<file path="config.mk">
export PLATFORM = sky130hd
export DESIGN_NAME = cd_rx_des
export DESIGN_NICKNAME = d
export VERILOG_FILES = /design/src/rtl/cd_rx_des.sv
export SDC_FILE = /design/constraint.sdc
export NUM_CORES = 1
export LEC_CHECK = 0
export BUFFER_PORTS_ARGS = -buffer_cell sky130_fd_sc_hd__buf_2
export CAP_MARGIN = 20
export CORE_MARGIN = 2
export CORE_UTILIZATION = 37
export CTS_BUF_LIST = sky130_fd_sc_hd__clkbuf_4
export DETAILED_ROUTE_END_ITERATION = 8
export GPL_ROUTABILITY_DRIVEN = 1
export PLACE_DENSITY = 0.55
export RECOVER_POWER = 25
export SLEW_MARGIN = 10
export SYNTH_ARGS = -nofsm -noshare
export SYNTH_HDL_FRONTEND = slang
export SYNTH_SLANG_ARGS = --single-unit
</file>
<file path="constraint.sdc">
create_clock -name clk -period 5.3 [get_ports clk]
set_input_delay 0.265 -clock clk [delete_from_list [all_inputs] [get_ports clk]]
set_output_delay 0.265 -clock clk [all_outputs]
set_load 0.02 [all_outputs]
</file>
<file path="src/rtl/cd_rx_des.sv">
// CDBUS receive deserializer: recovers start/8N1 characters from the oversampled line,
// tracks the running CRC-16/MODBUS per frame and ends frames by idle time.
module cd_rx_des #(
  parameter int SYNC_STAGES = 2
) (
  input  logic        clk,
  input  logic        reset,
  input  logic        rx,
  input  logic [15:0] div_ls,
  input  logic [15:0] div_hs,
  input  logic [9:0]  idle_len,
  output logic        bus_idle,
  output logic [7:0]  rx_data,
  output logic        rx_valid,
  output logic        rx_first,
  output logic        frame_end,
  output logic        crc_ok,
  output logic        frame_err,
  output logic        break_det
);

  localparam logic [2:0] IDLE      = 3'd0;
  localparam logic [2:0] START     = 3'd1;
  localparam logic [2:0] DATA      = 3'd2;
  localparam logic [2:0] STOP      = 3'd3;
  localparam logic [2:0] WAIT_HIGH = 3'd4;

  logic [SYNC_STAGES-1:0] sync_q;
  logic        rxPrev_q;
  logic [2:0]  state_q, state_d;
  logic [15:0] cnt_q, cnt_d;
  logic [2:0]  bitIdx_q, bitIdx_d;
  logic [7:0]  shift_q, shift_d;
  logic        baudSel_q, baudSel_d;
  logic        charHs_q, charHs_d;
  logic [15:0] crc_q, crc_d;
  logic [9:0]  byteCnt_q, byteCnt_d;
  logic [15:0] idleCnt_q, idleCnt_d;
  logic [9:0]  idleBits_q, idleBits_d;
  logic        busIdle_q, busIdle_d;
  logic [7:0]  rxData_q, rxData_d;
  logic        rxValid_q, rxValid_d;
  logic        rxFirst_q, rxFirst_d;
  logic        frameEnd_q, frameEnd_d;
  logic        crcOk_q, crcOk_d;
  logic        frameErr_q, frameErr_d;
  logic        breakDet_q, breakDet_d;

  logic        rxS;
  logic [9:0]  idleThr;
  logic [15:0] div;
  logic        sample;
  logic        startEdge;
  logic        idleReach;

  function automatic logic [15:0] crcUpd(input logic [15:0] c, input logic [7:0] d);
    logic [15:0] r;
    r = c ^ {8'h00, d};
    for (int i = 0; i < 8; i++) begin
      r = r[0] ? ((r >> 1) ^ 16'hA001) : (r >> 1);
    end
    return r;
  endfunction

  assign rxS       = sync_q[SYNC_STAGES-1];
  assign idleThr   = (idle_len == 10'd0) ? 10'd1 : idle_len;
  assign div       = charHs_q ? div_hs : div_ls;
  assign sample    = (cnt_q == (div >> 1));
  assign startEdge = (state_q == IDLE) && rxPrev_q && !rxS;
  // The final clock of the last idle period completes even if the line falls on it,
  // so a coincident start edge still lets the old frame close first.
  assign idleReach = (state_q == IDLE) && (idleBits_q == idleThr - 10'd1) &&
                     (idleCnt_q >= div_ls);

  always_comb begin
    state_d    = state_q;
    cnt_d      = (cnt_q >= div) ? 16'd0 : cnt_q + 16'd1;
    bitIdx_d   = bitIdx_q;
    shift_d    = shift_q;
    baudSel_d  = baudSel_q;
    charHs_d   = charHs_q;
    crc_d      = crc_q;
    byteCnt_d  = byteCnt_q;
    idleCnt_d  = idleCnt_q;
    idleBits_d = idleBits_q;
    busIdle_d  = busIdle_q;
    rxData_d   = rxData_q;
    rxValid_d  = 1'b0;
    rxFirst_d  = 1'b0;
    frameEnd_d = 1'b0;
    crcOk_d    = 1'b0;
    frameErr_d = 1'b0;
    breakDet_d = 1'b0;

    if (state_q != IDLE || (!rxS && !idleReach)) begin
      idleCnt_d  = 16'd0;
      idleBits_d = 10'd0;
    end else if (idleBits_q < idleThr) begin
      if (idleCnt_q >= div_ls) begin
        idleCnt_d  = 16'd0;
        idleBits_d = idleBits_q + 10'd1;
      end else begin
        idleCnt_d = idleCnt_q + 16'd1;
      end
    end

    if (idleReach) begin
      busIdle_d = 1'b1;
      if (byteCnt_q != 10'd0) begin
        frameEnd_d = 1'b1;
        crcOk_d    = (crc_q == 16'h0000);
      end
      crc_d     = 16'hFFFF;
      byteCnt_d = 10'd0;
      baudSel_d = 1'b0;
    end

    case (state_q)
      IDLE: begin
        cnt_d = 16'd0;
        if (startEdge) begin
          state_d   = START;
          busIdle_d = 1'b0;
          charHs_d  = baudSel_q && !idleReach;
        end
      end
      START: begin
        if (sample) begin
          state_d  = rxS ? IDLE : DATA;
          bitIdx_d = 3'd0;
        end
      end
      DATA: begin
        if (sample) begin
          shift_d  = {rxS, shift_q[7:1]};
          bitIdx_d = bitIdx_q + 3'd1;
          if (bitIdx_q == 3'd7) state_d = STOP;
        end
      end
      STOP: begin
        if (sample) begin
          if (rxS) begin
            rxData_d  = shift_q;
            rxValid_d = 1'b1;
            rxFirst_d = (byteCnt_q == 10'd0);
            crc_d     = crcUpd(crc_q, shift_q);
            byteCnt_d = (byteCnt_q == 10'd1023) ? byteCnt_q : byteCnt_q + 10'd1;
            baudSel_d = 1'b1;
            state_d   = IDLE;
          end else if (shift_q == 8'h00) begin
            breakDet_d = 1'b1;
            crc_d      = 16'hFFFF;
            byteCnt_d  = 10'd0;
            baudSel_d  = 1'b0;
            state_d    = WAIT_HIGH;
          end else begin
            frameErr_d = 1'b1;
            state_d    = WAIT_HIGH;
          end
        end
      end
      WAIT_HIGH: begin
        if (rxS) state_d = IDLE;
      end
      default: state_d = IDLE;
    endcase
  end

  always_ff @(posedge clk) begin
    if (reset) begin
      sync_q     <= '1;
      rxPrev_q   <= 1'b1;
      state_q    <= IDLE;
      cnt_q      <= 16'd0;
      bitIdx_q   <= 3'd0;
      shift_q    <= 8'h00;
      baudSel_q  <= 1'b0;
      charHs_q   <= 1'b0;
      crc_q      <= 16'hFFFF;
      byteCnt_q  <= 10'd0;
      idleCnt_q  <= 16'd0;
      idleBits_q <= 10'd0;
      busIdle_q  <= 1'b0;
      rxData_q   <= 8'h00;
      rxValid_q  <= 1'b0;
      rxFirst_q  <= 1'b0;
      frameEnd_q <= 1'b0;
      crcOk_q    <= 1'b0;
      frameErr_q <= 1'b0;
      breakDet_q <= 1'b0;
    end else begin
      sync_q     <= {sync_q[SYNC_STAGES-2:0], rx};
      rxPrev_q   <= rxS;
      state_q    <= state_d;
      cnt_q      <= cnt_d;
      bitIdx_q   <= bitIdx_d;
      shift_q    <= shift_d;
      baudSel_q  <= baudSel_d;
      charHs_q   <= charHs_d;
      crc_q      <= crc_d;
      byteCnt_q  <= byteCnt_d;
      idleCnt_q  <= idleCnt_d;
      idleBits_q <= idleBits_d;
      busIdle_q  <= busIdle_d;
      rxData_q   <= rxData_d;
      rxValid_q  <= rxValid_d;
      rxFirst_q  <= rxFirst_d;
      frameEnd_q <= frameEnd_d;
      crcOk_q    <= crcOk_d;
      frameErr_q <= frameErr_d;
      breakDet_q <= breakDet_d;
    end
  end

  assign bus_idle  = busIdle_q;
  assign rx_data   = rxData_q;
  assign rx_valid  = rxValid_q;
  assign rx_first  = rxFirst_q;
  assign frame_end = frameEnd_q;
  assign crc_ok    = crcOk_q;
  assign frame_err = frameErr_q;
  assign break_det = breakDet_q;

endmodule

</file>
==> results of run 1 <==
## metrics by stage
step | util [%] | hold slack [ns] | cells
after floorplan | - | 0.369 | 723
after global placement | 40.4 | 0.433 | 979
after detailed placement | 40.5 | 0.423 | 981
after CTS | 41.5 | 0.346 | 998
after global routing | 41.1 | 0.480 | 998
final | 41.1 | 0.456 | 998
## layout by cell type (no fill, tap or decap), types with 9 or more instances in the layout
| master | count |
|---|---|
| a21oi_1 | 37 |
| and3_1 | 14 |
| buf_2 | 42 |
| clkbuf_1 | 17 |
| clkbuf_4 | 9 |
| dfxtp_1 | 102 |
| ha_1 | 50 |
| inv_1 | 40 |
| mux2i_1 | 12 |
| nand2_1 | 59 |
| nand3_1 | 34 |
| nand4_1 | 12 |
| nor2_1 | 52 |
| nor3_1 | 37 |
| nor4_1 | 13 |
| o21ai_0 | 16 |
| xnor2_1 | 56 |
| xor2_1 | 26 |
## area by class of cell
class	count	area (um2)
fill	1747	9760
multi-input combinational	554	3870
sequential	102	2040
timing repair buffer	64	318
tap	220	275
inverter	42	163
clock inverter	7	78.8
clock buffer	9	67.6
## logic make-up after synthesis
kind of cell	after synthesis	share of synthesized area (%)
simple gates	279	24.1
compound gates	127	14.1
flops	102	32.5
xor+xnor	82	11.4
buf+inv	67	5.23
fa+ha+maj	50	9.95
mux	16	2.75
## flip-flops by register name (all words and copies together) (netlist names)
signal	cells
cnt_q	16
crc_q	16
idleCnt_q	16
byteCnt_q	10
idleBits_q	10
rx_data	8
shift_q	8
bitIdx_q	3
state_q	3
sync_q	2
baudSel_q	1
break_det	1
bus_idle	1
charHs_q	1
crc_ok	1
frame_end	1
frame_err	1
rxPrev_q	1
rx_first	1
rx_valid	1
## worst paths after layout
path | from | endpoint | cells after the start | slack, ns
setup / recovery | idle_len[4] | idleCnt_q[15]$_SDFFE_PP0P_ | 13 | 1.01
hold / removal | sync_q[0]$_SDFF_PP1_ | sync_q[1]$_SDFF_PP1_ | 1 | 0.46
setup reg to reg | charHs_q$_SDFFE_PP0P_ | byteCnt_q[8]$_SDFFE_PP0P_ | 8 | 1.19
hold reg to reg | sync_q[0]$_SDFF_PP1_ | sync_q[1]$_SDFF_PP1_ | 1 | 0.46
## power groups by stage
stage	clock network, uW	logic (uW)	registers (uW)
after floorplan	0	78.1	790
after global placement	0	110	792
after detailed placement	0	114	792
after CTS	457	115	776
after global routing	492	128	777
final	440	113	776
## layer usage
layer | up-vias | global-route usage [%] | part of all wire [%]
met2 | 75 | 28.7 | 47
met1 | 2495 | 22.6 | 50
li1 | 2683 | - | -
met3 | 15 | 2.87 | 2.7
met4 | 0 | 4.74 | 1.2
met5 | - | 0 | 0
==> reports/results.env, run 1 <==
OUTCOME='finished, violations left'
FAILED_CHECKS='max-capacitance violations, max-slew violations'
SYNTH_ENABLE_FLOP_CELLS=0
WORST-ENDPOINT-REQUIRED_NS=5.71
IR_DROP_V=0.000106
SYNTH.CELLS.MOST_FREQUENT='dfxtp_1 (102), nand2_1 (59), xnor2_1 (56)'
POWER_FRAC_CLOCK_PCT=33.1
SW_FRAC_OF_TOTAL_PCT=27.1
GRT_PASS1_VIAS=5114
SYNTH_TOP_AREA_SHARE_PCT=32.5
DRT.ANTENNA.VIOLATING_NETS=0
WORST-SETUP-PATH-TYPE='primary input to flop'
CLK_TRANSITION_REPORTED_PATHS_NS=0.17
DIE_X_UM=134
CELL_TYPE_WITH_THE_HIGHEST_AGGREGATE_AREA_IN_THE_NETLIST='dfxtp_1'
POSTSYNTHREGISTERBITS=102
CRITICAL-PATH-TOP-CELL-BY-COUNT='nor3_1'
FRACTION_OF_REGISTERS_WITH_ASYNC_SET_OR_RESET_AFTER_SYNTHESIS_PCT=0
POST-ROUTE-CELL-AREA_MM2=0.00682
SYN-CELL-AREA_MM2=0.00629
GRT_START_MAX_NET_PINS=45
INITIALDRTVIOLATIONCOUNT=319
FINALCRITPERIODSHARE_PCT=80.9
FIN_SETUP_TNS_NS=0
DESIGN.PORTCOUNT=60
REMAINING_DRC_ERRORS=0
SHARE_OF_THE_YOSYS_CHIP_AREA_BELONGING_TO_REGISTERS_PCT=32.5
YS_TOP_CELLS_BY_AREA='dfxtp_1 (32%), ha_1 (10%), xnor2_1 (7.8%)'
CRIT_FANOUT=26
POST_DR_VIAS_CELL=5.28
WORST_CLOCK_SKEW_NS=0.0169
POWER.STATIC_LEAKAGE_uW=0.00252
PLACEMENT.IO_BUFFERS=59
CLOCK.FMAX_GHz=0.233
HOLD_FIX_BUFFERS_AT_CTS=1
TIMING.FINAL.CRIT_PERIOD_NS=4.29
SUM_OF_NET_HALF_PERIMETERS_AFTER_DETAILED_PLACEMENT_UM=11700
CLOCK_TREE_FROM_TRITONCTS='built'
CTS.REPAIR.RESIZED=0
GP_CONGESTION=0.848
GR-USAGE-ALL-LAYERS_PCT=17.1
COMB_POWER_SHARE_PCT=8.5
FINAL_WORST_SLACK_NS=1.01
FLOW.AREA_GROWTH_FROM_SYNTHESIS_PCT=8.48
POSTSYNTHNETCOUNT=818
POWERDENSITY_mW_PER_MM2=195
TIMING.FINAL.SETUP_VIOLATIONS=0
RSZ_0062_RAISED_AFTER_GLOBAL_ROUTING='false'
CORE_AREA_MM2=0.0166
NUMBER_OF_MAXIMUM_CAPACITANCE_VIOLATIONS=1
PLACED_CELL_AREA_MM2=0.00672
SYN_INST=723
NETLIST-CELL-TYPE-COUNT=78
CP_DATA_ARRIVAL_TIME_NS=4.69
CLK-INSERTION-DELAY-LATE_NS=0.48
TIMING.CRITICAL_PATH.MAX_DELAY_FAMILY='simple AND/OR/NAND/NOR gates'
SLOWEST_STAGE_DELAY_ON_CRITICAL_PATH_NS=1.11
ROUTED_WIRE_LENGTH_UM=15300
POST-PLACE-WS_NS=1.55
WORST_SETUP_PATH_END_KIND='flop'
SYNTH_MOST_COMMON_CELL='dfxtp_1'
DIE_H_UM=134
ANTENNADIODECOUNT=0
YOSYSWARNINGS=0
POST_ROUTE_CELLS_DRIVE_ABOVE_1_SHARE_PCT=12.6
POWER.NET_SWITCHING_uW=360
DETAILEDROUTE.FIRSTPASSITERATIONCOUNT=5
HOLD_VIOL=0
VIAS=5268
DIE_AREA_MM2=0.0180
RELSLEWSLACK_PCT=-33.1
POSTSYNTHAREAPERCELL_UM2=8.69
NUMCLOCKSINKS=102
INITIAL_ANTENNA_VIOLATION_COUNT=0
FINAL_NET_COUNT=868
POST_DRT_WL_PER_CELL_UM=15.3
GRT_FIRST_PASS_WIRELENGTH_UM=24900
SHARE_SEQ_OF_TOTAL_POWER_PCT=58.4
CRIT_PATH_START_KIND='primary input'
TIGHTEST_SLEW_NS=2.00
H-TREE-DEPTH=3
MAX-CLOCK-PATH-BUFFERS=2
CTS_ROOT_BUFFER='clkbuf_4'
POSTCTSSETUPBUFFERS=0
GLOBALROUTE.TOTALOVERFLOW=0
PLACEMENT_ROWS=47
TIMING.CRITICAL_PATH.CELLS='clkbuf_1 -> or4_1 -> nor3_1 -> a21oi_1 -> ha_1 -> xnor2_1 -> nor4b_1 -> o221ai_1 -> a2111oi_0 -> nand2_2 -> nor2_1 -> o21ai_4 -> nor3_1'
CP_NUM_BUF_INV=1
CRIT_PATH_TOP_DELAY_CELL='a2111oi_0'
FINALPOWER_uW=1330
SYNTH_FLOP_CELL='dfxtp_1'
HOLD_PATH_CLASS='flop to flop'
INTPOWER_uW=969
CTS_BUFFERS=9
FINAL-MAX-SLEW-VIOLATION-COUNT=45
STARTING_UTILIZATION_OF_THE_CORE_AREA_PCT=37.9
Power figures use the tool's default switching activity.
==> run 2: changes to the inputs <==
- clock period: 5.3 -> 4 ns (I/O delays scaled with it)
==> reports/results.env, run 2 (synthesized netlist as in run 1, its figures left out) <==
CLOCK_TREE_FROM_TRITONCTS='built'
STARTING_UTILIZATION_OF_THE_CORE_AREA_PCT=37.9
TIMING.CRITICAL_PATH.MAX_DELAY_FAMILY='simple AND/OR/NAND/NOR gates'
SUM_OF_NET_HALF_PERIMETERS_AFTER_DETAILED_PLACEMENT_UM=11800
POST_DR_VIAS_CELL=5.35
WORST-SETUP-PATH-TYPE='flop to flop'
DRT.ANTENNA.VIOLATING_NETS=0
POSTCTSSETUPBUFFERS=0
H-TREE-DEPTH=3
CRITICAL-PATH-TOP-CELL-BY-COUNT='buf_4'
INITIALDRTVIOLATIONCOUNT=311
POST_DRT_WL_PER_CELL_UM=15.2
RSZ_0062_RAISED_AFTER_GLOBAL_ROUTING='false'
LARGESTREGISTERS='cnt_q (16), crc_q (16), idleCnt_q (16)'
ROUTED_WIRE_LENGTH_UM=15300
GRT_START_MAX_NET_PINS=45
VIAS=5384
LAYOUT_COMMON_CELLS='dfxtp_1 (102), nand2_1 (59), xnor2_1 (56)'
FLOW.AREA_GROWTH_FROM_SYNTHESIS_PCT=9.51
SHARE_SEQ_OF_TOTAL_POWER_PCT=58.6
CLK_TRANSITION_REPORTED_PATHS_NS=0.18
FAILED_CHECKS='max-capacitance violations, max-slew violations'
CRIT_PATH_START_KIND='flop'
TIMING.FINAL.CRIT_PERIOD_NS=3.46
NUMBER_OF_MAXIMUM_CAPACITANCE_VIOLATIONS=1
GLOBALROUTE.TOTALOVERFLOW=0
SLOWEST_STAGE_DELAY_ON_CRITICAL_PATH_NS=0.55
PLACEMENT_ROWS=47
HOLD_PATH_CLASS='primary input to flop'
CTS_BUFFERS=9
CORE_AREA_MM2=0.0166
FILL_CELLS=1708
SW_FRAC_OF_TOTAL_PCT=27.0
MAX-CLOCK-PATH-BUFFERS=2
GRT_PASS1_VIAS=5222
TOTAL_AREA_OF_MULTI_INPUT_COMBINATIONAL_CELLS_MM2=0.00390
CTS.REPAIR.RESIZED=0
POWER_FRAC_CLOCK_PCT=32.8
RELSLEWSLACK_PCT=-29.6
DIE_X_UM=134
PLACEMENT.IO_BUFFERS=59
DIE_AREA_MM2=0.0180
POWER.STATIC_LEAKAGE_uW=0.00255
R2R_SLACK_NS=0.54
TIMING.FINAL.SETUP_VIOLATIONS=0
POST_ROUTE_CELLS_DRIVE_ABOVE_1_SHARE_PCT=13.6
GRT_FIRST_PASS_WIRELENGTH_UM=25900
CP_DATA_ARRIVAL_TIME_NS=3.87
WORST_R2R_STARTPOINT='charHs_q$_SDFFE_PP0P_'
CLK-INSERTION-DELAY-LATE_NS=0.50
TIMING.CRITICAL_PATH.CELLS='buf_4 -> mux2i_1 -> xnor2_1 -> nor4_1 -> nand4_1 -> nor4_4 -> buf_4 -> nand2_4 -> clkinvlp_2 -> a31oi_1 -> a211oi_2'
WHS_PATH_DEPTH=3
HOLD_ENDPOINT='sync_q[0]$_SDFF_PP1_'
FINAL-MAX-SLEW-VIOLATION-COUNT=45
IR_DROP_V=0.000112
WORSTREG2REGEND='byteCnt_q[9]$_SDFFE_PP0P_'
CRIT_FANOUT=13
WORST-R2R-CELL-COUNT=11
CRIT_PATH_TOP_DELAY_CELL='nor4_1'
FINALCRITPERIODSHARE_PCT=86.6
CP_NUM_BUF_INV=3
SEQ_AREA_MM2=0.00204
FIN_SETUP_TNS_NS=0
POWER.NET_SWITCHING_uW=474
MOST_COMMON_LIBRARY_CELL_IN_THE_LAYOUT_IGNORING_FILL_AND_TAPS='dfxtp_1'
GP_CONGESTION=0.876
TIGHTEST_SLEW_NS=1.94
DESIGN.PORTCOUNT=60
DIE_H_UM=134
REMAINING_DRC_ERRORS=0
OUTCOME='finished, violations left'
POST-PLACE-WS_NS=0.410
FINAL_WORST_SLACK_NS=0.538
WORST_SETUP_PATH_END_KIND='flop'
CLOCK.FMAX_GHz=0.289
NUMCLOCKSINKS=102
DETAILEDROUTE.FIRSTPASSITERATIONCOUNT=5
INITIAL_ANTENNA_VIOLATION_COUNT=2
POWERDENSITY_mW_PER_MM2=255
FINAL_NET_COUNT=874
WORST_CLOCK_SKEW_NS=0.0335
HOLDCRITSTARTPOINT='rx'
GR-USAGE-ALL-LAYERS_PCT=17.8
HOLD_VIOL=0
INTPOWER_uW=1280
WORST-ENDPOINT-REQUIRED_NS=4.40
COMB_POWER_SHARE_PCT=8.6
CTS_ROOT_BUFFER='clkbuf_4'
[run 2: power by group through the flow]
| stage | Clock [uW] | Combinational (uW) | Sequential (uW) |
|---|---|---|---|
| 3_5_place_dp | 0 | 152 | 1050 |
| 4_1_cts | 602 | 153 | 1030 |
| 3_3_place_gp | 0 | 146 | 1050 |
| 6_report | 576 | 151 | 1030 |
| 5_1_grt | 645 | 170 | 1030 |
| 2_1_floorplan | 0 | 103 | 1050 |
[run 2: layer usage]
metal	up-vias	track usage [%]	wire length (um)
met4	0	6.61	433
met2	103	28.1	7080
met5	-	0	0
met1	2545	23.7	7290
met3	35	4.01	520
li1	2701	-	-
[run 2: tightest hold or removal path, cell delays in order]
cell           delay [ns]
dlygate4sd3_1        0.52
buf_2                0.10
or2_2                0.09
[run 2: through the flow]
step	hold slack [ns]	area (um2)	utilization [%]	cells	total power [uW]
after floorplan	0.304	6290	-	723	1150
after global placement	0.390	6770	40.8	987	1200
after detailed placement	0.396	6770	40.8	987	1200
after CTS	0.268	6920	41.7	1004	1780
after global routing	0.377	6880	41.5	1006	1850
final	0.423	6880	41.5	1006	1760
[run 2: worst max-delay path by stage]
| stage | start | to | slack [ns] | depth (start not counted) |
|---|---|---|---|---|
| 2_1_floorplan | idle_len[4] | idleCnt_q[10]$_SDFFE_PP0P_ | 1.04 | 14 |
| 3_3_place_gp | idle_len[4] | crc_q[5]$_SDFF_PP1_ | 0.59 | 13 |
| 3_5_place_dp | idle_len[4] | idleCnt_q[4]$_SDFFE_PP0P_ | 0.41 | 13 |
| 4_1_cts | charHs_q$_SDFFE_PP0P_ | crc_q[13]$_SDFF_PP1_ | 0.68 | 9 |
| 5_1_grt | idle_len[4] | idleCnt_q[3]$_SDFFE_PP0P_ | 0.24 | 13 |
| 6_report | charHs_q$_SDFFE_PP0P_ | byteCnt_q[9]$_SDFFE_PP0P_ | 0.54 | 11 |
[run 2: final cells by class]
type                       count  share of cell area, %
clock buffer                   9                  0.981
sequential                   102                   29.7
clock inverter                 7                   1.15
timing repair buffer          70                   5.16
antenna                        2                 0.0727
multi-input combinational    554                   56.7
tap                          220                   4.00
inverter                      42                   2.31
[run 2: what timing repair did]
action / CTS / global route
hold buffers: 1 / 0
endpoints found under the setup margin: 0 / 0
endpoints found under the hold margin: 1 / 0
==> run 3: changes to the inputs <==
- clock period: 4 -> 4.03 ns (I/O delays scaled with it)
==> reports/results.env, run 3 (synthesized netlist as in run 1, its figures left out) <==
GLOBALROUTE.TOTALOVERFLOW=0
POST_LAYOUT_NONFILLER_INSTANCES=1005
DIE_X_UM=134
STARTING_UTILIZATION_OF_THE_CORE_AREA_PCT=37.9
TIMING.FINAL.SETUP_VIOLATIONS=0
HOLD_PATH_CLASS='primary input to flop'
NUMCLOCKSINKS=102
CTS_ROOT_BUFFER='clkbuf_4'
MOST_COMMON_LIBRARY_CELL_IN_THE_LAYOUT_IGNORING_FILL_AND_TAPS='dfxtp_1'
WORST-SETUP-PATH-TYPE='primary input to flop'
GP_CONGESTION=0.884
CLK_TRANSITION_REPORTED_PATHS_NS=0.19
NUMBER_OF_MAXIMUM_CAPACITANCE_VIOLATIONS=1
GR-USAGE-ALL-LAYERS_PCT=17.8
FAILED_CHECKS='max-capacitance violations, max-slew violations'
FINAL_NET_COUNT=874
FINALPOWER_uW=1700
WHS_PATH_DEPTH=3
POST_ROUTE_CELLS_DRIVE_ABOVE_1_SHARE_PCT=13.9
CRIT_PATH_START_KIND='primary input'
OUTCOME='finished, violations left'
GRT_START_MAX_NET_PINS=45
CP_DATA_ARRIVAL_TIME_NS=3.97
LAYOUT_COMMON_CELLS='dfxtp_1 (102), nand2_1 (59), xnor2_1 (56)'
FLOW.AREA_GROWTH_FROM_SYNTHESIS_PCT=9.41
LARGESTREGISTERS='cnt_q (16), crc_q (16), idleCnt_q (16)'
HOLD_VIOL=0
DRT.ANTENNA.VIOLATING_NETS=0
WORSTREG2REGEND='byteCnt_q[8]$_SDFFE_PP0P_'
CLOCK.FMAX_GHz=0.282
R2R_SLACK_NS=0.60
REMAINING_DRC_ERRORS=0
VIAS=5368
ROUTED_WIRE_LENGTH_UM=15300
RELSLEWSLACK_PCT=-33.6
FIN_SETUP_TNS_NS=0
WORST_CLOCK_SKEW_NS=0.0278
CLOCK_TREE_FROM_TRITONCTS='built'
MAX-CLOCK-PATH-BUFFERS=2
FINAL-MAX-SLEW-VIOLATION-COUNT=45
RSZ_0062_RAISED_AFTER_GLOBAL_ROUTING='false'
H-TREE-DEPTH=3
TIMING.FINAL.CRIT_PERIOD_NS=3.55
DP_CELLS=987
TIGHTEST_SLEW_NS=2.00
GRT_PASS1_VIAS=5273
POSTCTSSETUPBUFFERS=0
CTS_BUFFERS=9
PLACEMENT_ROWS=47
POWERDENSITY_mW_PER_MM2=247
POST_DR_VIAS_CELL=5.34
POWER.STATIC_LEAKAGE_uW=0.00256
DIE_H_UM=134
INITIAL_ANTENNA_VIOLATION_COUNT=1
INITIALDRTVIOLATIONCOUNT=338
GRT_FIRST_PASS_WIRELENGTH_UM=25800
IR_DROP_V=0.000115
TOTAL_AREA_OF_MULTI_INPUT_COMBINATIONAL_CELLS_MM2=0.00390
CRIT_FANOUT=11
WORST_R2R_STARTPOINT='charHs_q$_SDFFE_PP0P_'
POST_DRT_WL_PER_CELL_UM=15.3
HOLD_ENDPOINT='sync_q[0]$_SDFF_PP1_'
PLACEMENT.IO_BUFFERS=59
CORE_AREA_MM2=0.0166
CLK-INSERTION-DELAY-LATE_NS=0.49
WORST_SETUP_PATH_END_KIND='flop'
HOLDCRITSTARTPOINT='rx'
DESIGN.PORTCOUNT=60
FINALCRITPERIODSHARE_PCT=88.1
WORST-ENDPOINT-REQUIRED_NS=4.46
SEQ_AREA_MM2=0.00204
FILL_CELLS=1733
SUM_OF_NET_HALF_PERIMETERS_AFTER_DETAILED_PLACEMENT_UM=11800
DIE_AREA_MM2=0.0180
DETAILEDROUTE.FIRSTPASSITERATIONCOUNT=4
WORST-R2R-CELL-COUNT=9
-- run 3: cell types whose count changed in the layout (fill, tap and decap cells not counted), sizes merged --
cell,change
bufinv,-1
clkinv,+2
buf,+2
diode,-1
clkinvlp,-1
clkbuf,-2
-- run 3: per-stage QoR --
step	cell area [um2]	worst slack (ns)	hold slack (ns)	utilization, %
3_3_place_gp	6770	0.634	0.390	40.8
2_1_floorplan	6290	1.07	0.305	-
4_1_cts	6910	0.699	0.282	41.7
5_1_grt	6880	0.179	0.400	41.5
6_report	6880	0.481	0.412	41.5
3_5_place_dp	6770	0.492	0.394	40.8
-- run 3: timing repair --
| action | 4_1_cts | 5_1_grt |
|---|---|---|
| resized for setup | 0 | 0 |
| hold endpoints to repair | 1 | 0 |
| hold buffers | 1 | 0 |
-- run 3: final cells by class --
type	instances	area share, %
antenna	1	0.0364
clock buffer	9	0.982
multi-input combinational	554	56.7
timing repair buffer	70	5.24
clock inverter	7	1.00
inverter	42	2.36
sequential	102	29.7
tap	220	4.00
-- run 3: where the power goes --
| group | internal [uW] | switching (uW) |
|---|---|---|
| Sequential | 1010 | 7.21 |
| Clock | 143 | 386 |
| Combinational | 61.4 | 87.6 |
| Total | 1220 | 481 |
-- run 3: worst max-delay path by stage --
stage                     cells past startpoint                          to  slack (ns)                  start
after CTS                                     9   byteCnt_q[8]$_SDFFE_PP0P_        0.70  charHs_q$_SDFFE_PP0P_
after global routing                         13        crc_q[11]$_SDFF_PP1_        0.18            idle_len[4]
after global placement                       13         crc_q[5]$_SDFF_PP1_        0.63            idle_len[4]
final                                        13        crc_q[11]$_SDFF_PP1_        0.48            idle_len[4]
after floorplan                              14  idleCnt_q[10]$_SDFFE_PP0P_        1.07            idle_len[4]
after detailed placement                     13        crc_q[13]$_SDFF_PP1_        0.49            idle_len[4]
-- run 3: critical path, stage by stage --
cell and delay (ns):
buf_2 0.15, or4_1 0.58, nor3_1 0.16, a21oi_1 0.11, ha_1 0.29, xnor2_1 0.13, nor4b_1 0.30, o221ai_1 0.16
a2111oi_0 0.91, nand2_2 0.16, a2bb2oi_1 0.26, nand2_1 0.36, a2bb2oi_1 0.19
-- run 3: layer usage --
metal | wire length [um] | vias to the layer above | GRT usage [%]
met5 | 0 | - | 0
met4 | 252 | 0 | 6.02
li1 | - | 2701 | -
met3 | 505 | 18 | 2.72
met2 | 7160 | 92 | 28.9
met1 | 7410 | 2557 | 24.0
